**src/rtl/tx_buffer_fifo.sv**
```systemverilog
// rtl/tx_buffer_fifo.sv - transmit byte FIFO with registered read port, watermarks and sticky errors
// Optional TX_FIFO_IDLE_FILL_EN: pop on empty drives the idle symbol 8'hBC instead of flagging underflow.
module tx_buffer_fifo #(
  parameter int DATA_W    = 8,
  parameter int DEPTH     = 8,
  parameter int ADDR_W    = 3,
  parameter int AF_THRESH = 6,
  parameter int AE_THRESH = 2
) (
  input  logic              CLK,
  input  logic              RESET,
  input  logic              push,
  input  logic [DATA_W-1:0] data_in,
  input  logic              pop,
  output logic [DATA_W-1:0] data_out,
  output logic              valid_out,
  output logic              full,
  output logic              empty,
  output logic              almost_full,
  output logic              almost_empty,
  output logic [ADDR_W:0]   count,
  output logic              overflow_err,
  output logic              underflow_err
);

  localparam logic [ADDR_W:0] DEPTH_C = (ADDR_W+1)'(DEPTH);
  localparam logic [ADDR_W:0] AF_C    = (ADDR_W+1)'(AF_THRESH);
  localparam logic [ADDR_W:0] AE_C    = (ADDR_W+1)'(AE_THRESH);
`ifdef TX_FIFO_IDLE_FILL_EN
  localparam logic [DATA_W-1:0] IDLE_SYM = DATA_W'(8'hBC);
`endif

  logic [DATA_W-1:0] mem_q [DEPTH];
  logic [DATA_W-1:0] mem_d [DEPTH];
  logic [ADDR_W-1:0] wr_ptr_q, wr_ptr_d;
  logic [ADDR_W-1:0] rd_ptr_q, rd_ptr_d;
  logic [ADDR_W:0]   count_q, count_d;
  logic [DATA_W-1:0] data_out_q, data_out_d;
  logic              valid_out_q, valid_out_d;
  logic              overflow_q, overflow_d;
  logic              underflow_q, underflow_d;
  logic              push_ok, pop_ok;

  // Acceptance looks only at registered count; a full FIFO can take a push when a pop frees a slot.
  always_comb begin
    pop_ok      = pop && (count_q != '0);
    push_ok     = push && ((count_q != DEPTH_C) || pop_ok);
    mem_d       = mem_q;
    wr_ptr_d    = wr_ptr_q;
    rd_ptr_d    = rd_ptr_q;
    count_d     = count_q;
    data_out_d  = data_out_q;
    valid_out_d = 1'b0;
    overflow_d  = overflow_q;
    underflow_d = underflow_q;

    if (push_ok) begin
      mem_d[wr_ptr_q] = data_in;
      wr_ptr_d        = wr_ptr_q + 1'b1;
    end else if (push) begin
      overflow_d = 1'b1;
    end

    if (pop_ok) begin
      data_out_d  = mem_q[rd_ptr_q];
      valid_out_d = 1'b1;
      rd_ptr_d    = rd_ptr_q + 1'b1;
    end else if (pop) begin
`ifdef TX_FIFO_IDLE_FILL_EN
      data_out_d = IDLE_SYM;
`else
      underflow_d = 1'b1;
`endif
    end

    case ({push_ok, pop_ok})
      2'b10:   count_d = count_q + 1'b1;
      2'b01:   count_d = count_q - 1'b1;
      default: count_d = count_q;
    endcase
  end

  always_ff @(posedge CLK) begin
    if (RESET) begin
      wr_ptr_q    <= '0;
      rd_ptr_q    <= '0;
      count_q     <= '0;
      data_out_q  <= '0;
      valid_out_q <= 1'b0;
      overflow_q  <= 1'b0;
      underflow_q <= 1'b0;
    end else begin
      wr_ptr_q    <= wr_ptr_d;
      rd_ptr_q    <= rd_ptr_d;
      count_q     <= count_d;
      data_out_q  <= data_out_d;
      valid_out_q <= valid_out_d;
      overflow_q  <= overflow_d;
      underflow_q <= underflow_d;
    end
  end

  // Storage needs no reset: contents are unreachable until rewritten.
  always_ff @(posedge CLK) begin
    mem_q <= mem_d;
  end

  assign data_out      = data_out_q;
  assign valid_out     = valid_out_q;
  assign count         = count_q;
  assign full          = (count_q == DEPTH_C);
  assign empty         = (count_q == '0);
  assign almost_full   = (count_q >= AF_C);
  assign almost_empty  = (count_q <= AE_C);
  assign overflow_err  = overflow_q;
  assign underflow_err = underflow_q;

endmodule

```
**config.mk**
```make
export PLATFORM = sky130hd
export DESIGN_NAME = tx_buffer_fifo
export DESIGN_NICKNAME = d
export VERILOG_FILES = /design/src/rtl/tx_buffer_fifo.sv
export SDC_FILE = /design/constraint.sdc
export NUM_CORES = 1
export LEC_CHECK = 0
export CORE_MARGIN = 2
export CORE_UTILIZATION = 55
export DETAILED_ROUTE_END_ITERATION = 10
export PLACE_DENSITY = 0.77
export SLEW_MARGIN = 20
export SYNTH_ARGS = -nofsm -noshare
export SYNTH_HDL_FRONTEND = slang
export SYNTH_SLANG_ARGS = --single-unit
```
**constraint.sdc**
```tcl
create_clock -name CLK -period 2.62 [get_ports CLK]
set_input_delay 0.524 -clock CLK [delete_from_list [all_inputs] [get_ports CLK]]
set_output_delay 0.524 -clock CLK [all_outputs]
set_load 0.05 [all_outputs]
```
==> flow_summary.yaml <==
status:
  status: "completed"
yosys:
  syn_area_sq_um: 3330
  yosysSeqAreaShare: 0.704
  ys_ff_latch: 85
  syn_area_per_cell_sq_um: 16.5
  synth_edf_count: 64
  yosysWarnings: 0
  yosys-top-cells-area: "edfxtp_1 58%, dfxtp_1 13%, mux4_2 11%"
  synth_cell_types: 32
  synth.top_cell.area_share: 0.578
  dominantRegCellSynth: "edfxtp_1"
  synth_cells: 202
  synth_fp_nets: 219
  synth_top_area_cell: "edfxtp_1"
  synth_commonest_cells: "64 x edfxtp_1, 25 x nor2_1, 21 x dfxtp_1"
  synth.most_common_cell: "edfxtp_1"
  postSynth.asyncResetShare: 0
final_layout:
  ff_latch_area_sq_um: 2350
  design_area_sq_um: 3960
  fin_util: 0.673
  syn2layout_area_growth_pct: 19.1
  final_cells: 328
  finalNetCount: 265
  diodes: 0
  nFillCells: 415
  multiInputGateArea_sq_um: 928
  drive_gt1_frac: 0.225
grt:
  grt_usage: 0.197
  grt_pass1_wl_um: 9140
  antenna_found_initial: 0
  grt_max_degree: 19
  grt_pass1_vias: 1836
  grt-ovfl-total: 0
clocking:
  cts_sinks: 85
  cts_tree: "built"
  ctsHoldBuffers: 0
  numCtsBuffers: 9
  htreeDepth: 3
  cts-root-buf: "clkbuf_8"
  post_cts_buffers: 0
  cts_resized: 0
  clk_latency_ns: 0.35
  clkTransAtPathRegs_ns: 0.09
  clockBufferDepth: 2
timing:
  finalHoldViolations: 0
  fmax_mhz: 401
  setup_tns_ns: 0
  skew_ns: 0.0134
  worst_slew_pin_slew_ns: 0.825
  relSlewSlack: 0.448
  slew_violations: 0
  fin_crit_ns: 2.50
  post-route-period-util: 0.953
  rsz0062_at_grt: "false"
  whs_ns: 0.478
  setup_viol: 0
worst_setup_path:
  arrival_ns: 1.97
  cpMaxStageDelayCell: "clkdlybuf4s50_1"
  crit_path_end_kind: "output port"
  cpPeakStageDelay_ns: 0.86
  setup.worst_path.start_class: "flip-flop"
  path_delay_family: "buffers and inverters"
  path_class: "reg2out"
  cp.required_ns: 2.10
  cp_cell_sequence: "buf_4 > nor4_2 > clkdlybuf4s50_1"
  cp_num_buf_inv: 2
  crit_fanout: 10
routing:
  via_per_inst: 5.71
  drc: 0
  vias: 1872
  wl_um: 6010
  drt-pass1-iter-count: 4
  drtIter0Drc: 158
  ant_nets: 0
  wl_per_cell_um: 18.3
die:
  die_height_um: 81.8
  boundaryPins: 31
  die_area_sq_um: 6690
  core_sq_um: 5890
  num_rows: 28
  die-width_um: 81.8
  start_util: 0.565
power_and_ir_drop:
  peakVddDrop_v: 0.000831
  power.density_nw_per_um2: 1020
  p_leak_nw: 1.34
hold_path:
  hold_path.class: "reg2reg"
placed_design:
  dp.cells: 312
  place_congestion: 0.731
  hpwl_um: 3880
  dpl_cell_area_sq_um: 3780
  numPortBuffers: 30
job:
  cap_violations: 0
==> placed cells by master, fill, tap and decap left out, types with 2 or more instances in the layout <==
cell / n
xor2_1: 5
nor3_1: 10
inv_6: 3
a21oi_1: 6
or3_1: 2
o211ai_1: 2
edfxtp_1: 64
ha_1: 5
nor2b_1: 5
buf_4: 16
mux2i_1: 3
nor2_1: 25
o22ai_1: 8
nand2_1: 4
nand2b_1: 3
mux4_2: 16
dfxtp_2: 4
clkdlybuf4s50_1: 29
clkbuf_8: 9
clkinvlp_4: 4
dfxtp_1: 17
==> worst min-delay path, delay by kind of cell, from the launching register on <==
kind,cells,cell delay (ns)
AOI/OAI and AO/OA,1,0.04
DFF,1,0.34
and+or+nand+nor,1,0.07
==> cell type report <==
| type | count | share of cell area |
|---|---|---|
| Tap cell | 75 | 0.0237 |
| Timing Repair Buffer | 45 | 0.104 |
| Clock buffer | 9 | 0.0313 |
| Multi-Input combinational cell | 106 | 0.234 |
| Clock inverter | 7 | 0.0142 |
| Sequential cell | 85 | 0.592 |
| Inverter | 1 | 0.000947 |
==> power breakdown <==
group	switching [mW]	leakage (nW)	internal, mW
registers	0.0892	0.755	1.60
clock network	0.486	0.0789	0.353
logic	0.923	0.505	0.594
==> kinds of logic (layout without fill, tap and decap cells) <==
| family | Yosys count | after routing | share of synthesized area |
|---|---|---|---|
| AO/OA/AOI/OAI | 23 | 23 | 0.0474 |
| multiplexers | 20 | 20 | 0.121 |
| flip-flops | 85 | 85 | 0.704 |
| AND/OR/NAND/NOR | 52 | 52 | 0.0745 |
| XOR/XNOR | 6 | 6 | 0.0158 |
| buffers and inverters | 11 | 62 | 0.0188 |
| adder cells (fa/ha/maj) | 5 | 5 | 0.0188 |
==> path summary, 6_finish.rpt <==
| path | from | endpoint | slack [ns] | depth (start not counted) |
|---|---|---|---|---|
| setup reg to reg | count[0] | count[2] | 0.16 | 9 |
| setup / recovery | count[1] | empty | 0.12 | 3 |
| hold reg to reg | underflow_err | underflow_err | 0.48 | 2 |
| hold / removal | underflow_err | underflow_err | 0.48 | 2 |
==> sequential cells by signal (all words and copies together), names as in the netlist <==
name,flops
mem_q,64
count,4
rd_ptr_q,3
underflow_err,1
data_out,8
valid_out,1
wr_ptr_q,3
overflow_err,1
==> per-stage QoR <==
step	worst slack [ns]	power, mW
3_5_place_dp	0.0317	3.24
3_3_place_gp	0.0699	3.21
6_report	0.124	4.04
5_1_grt	0.0499	4.21
2_1_floorplan	0.0437	2.77
4_1_cts	0.118	4.06
==> layer usage <==
layer,routed length (um),global-route usage,vias to the layer above,part of all wire
met5,0,0,-,0
met4,104,0.0867,0,0.017
met3,329,0.0374,13,0.055
met2,3090,0.326,61,0.51
met1,2490,0.255,925,0.41
li1,-,-,873,-
Power figures use the tool's default switching activity.
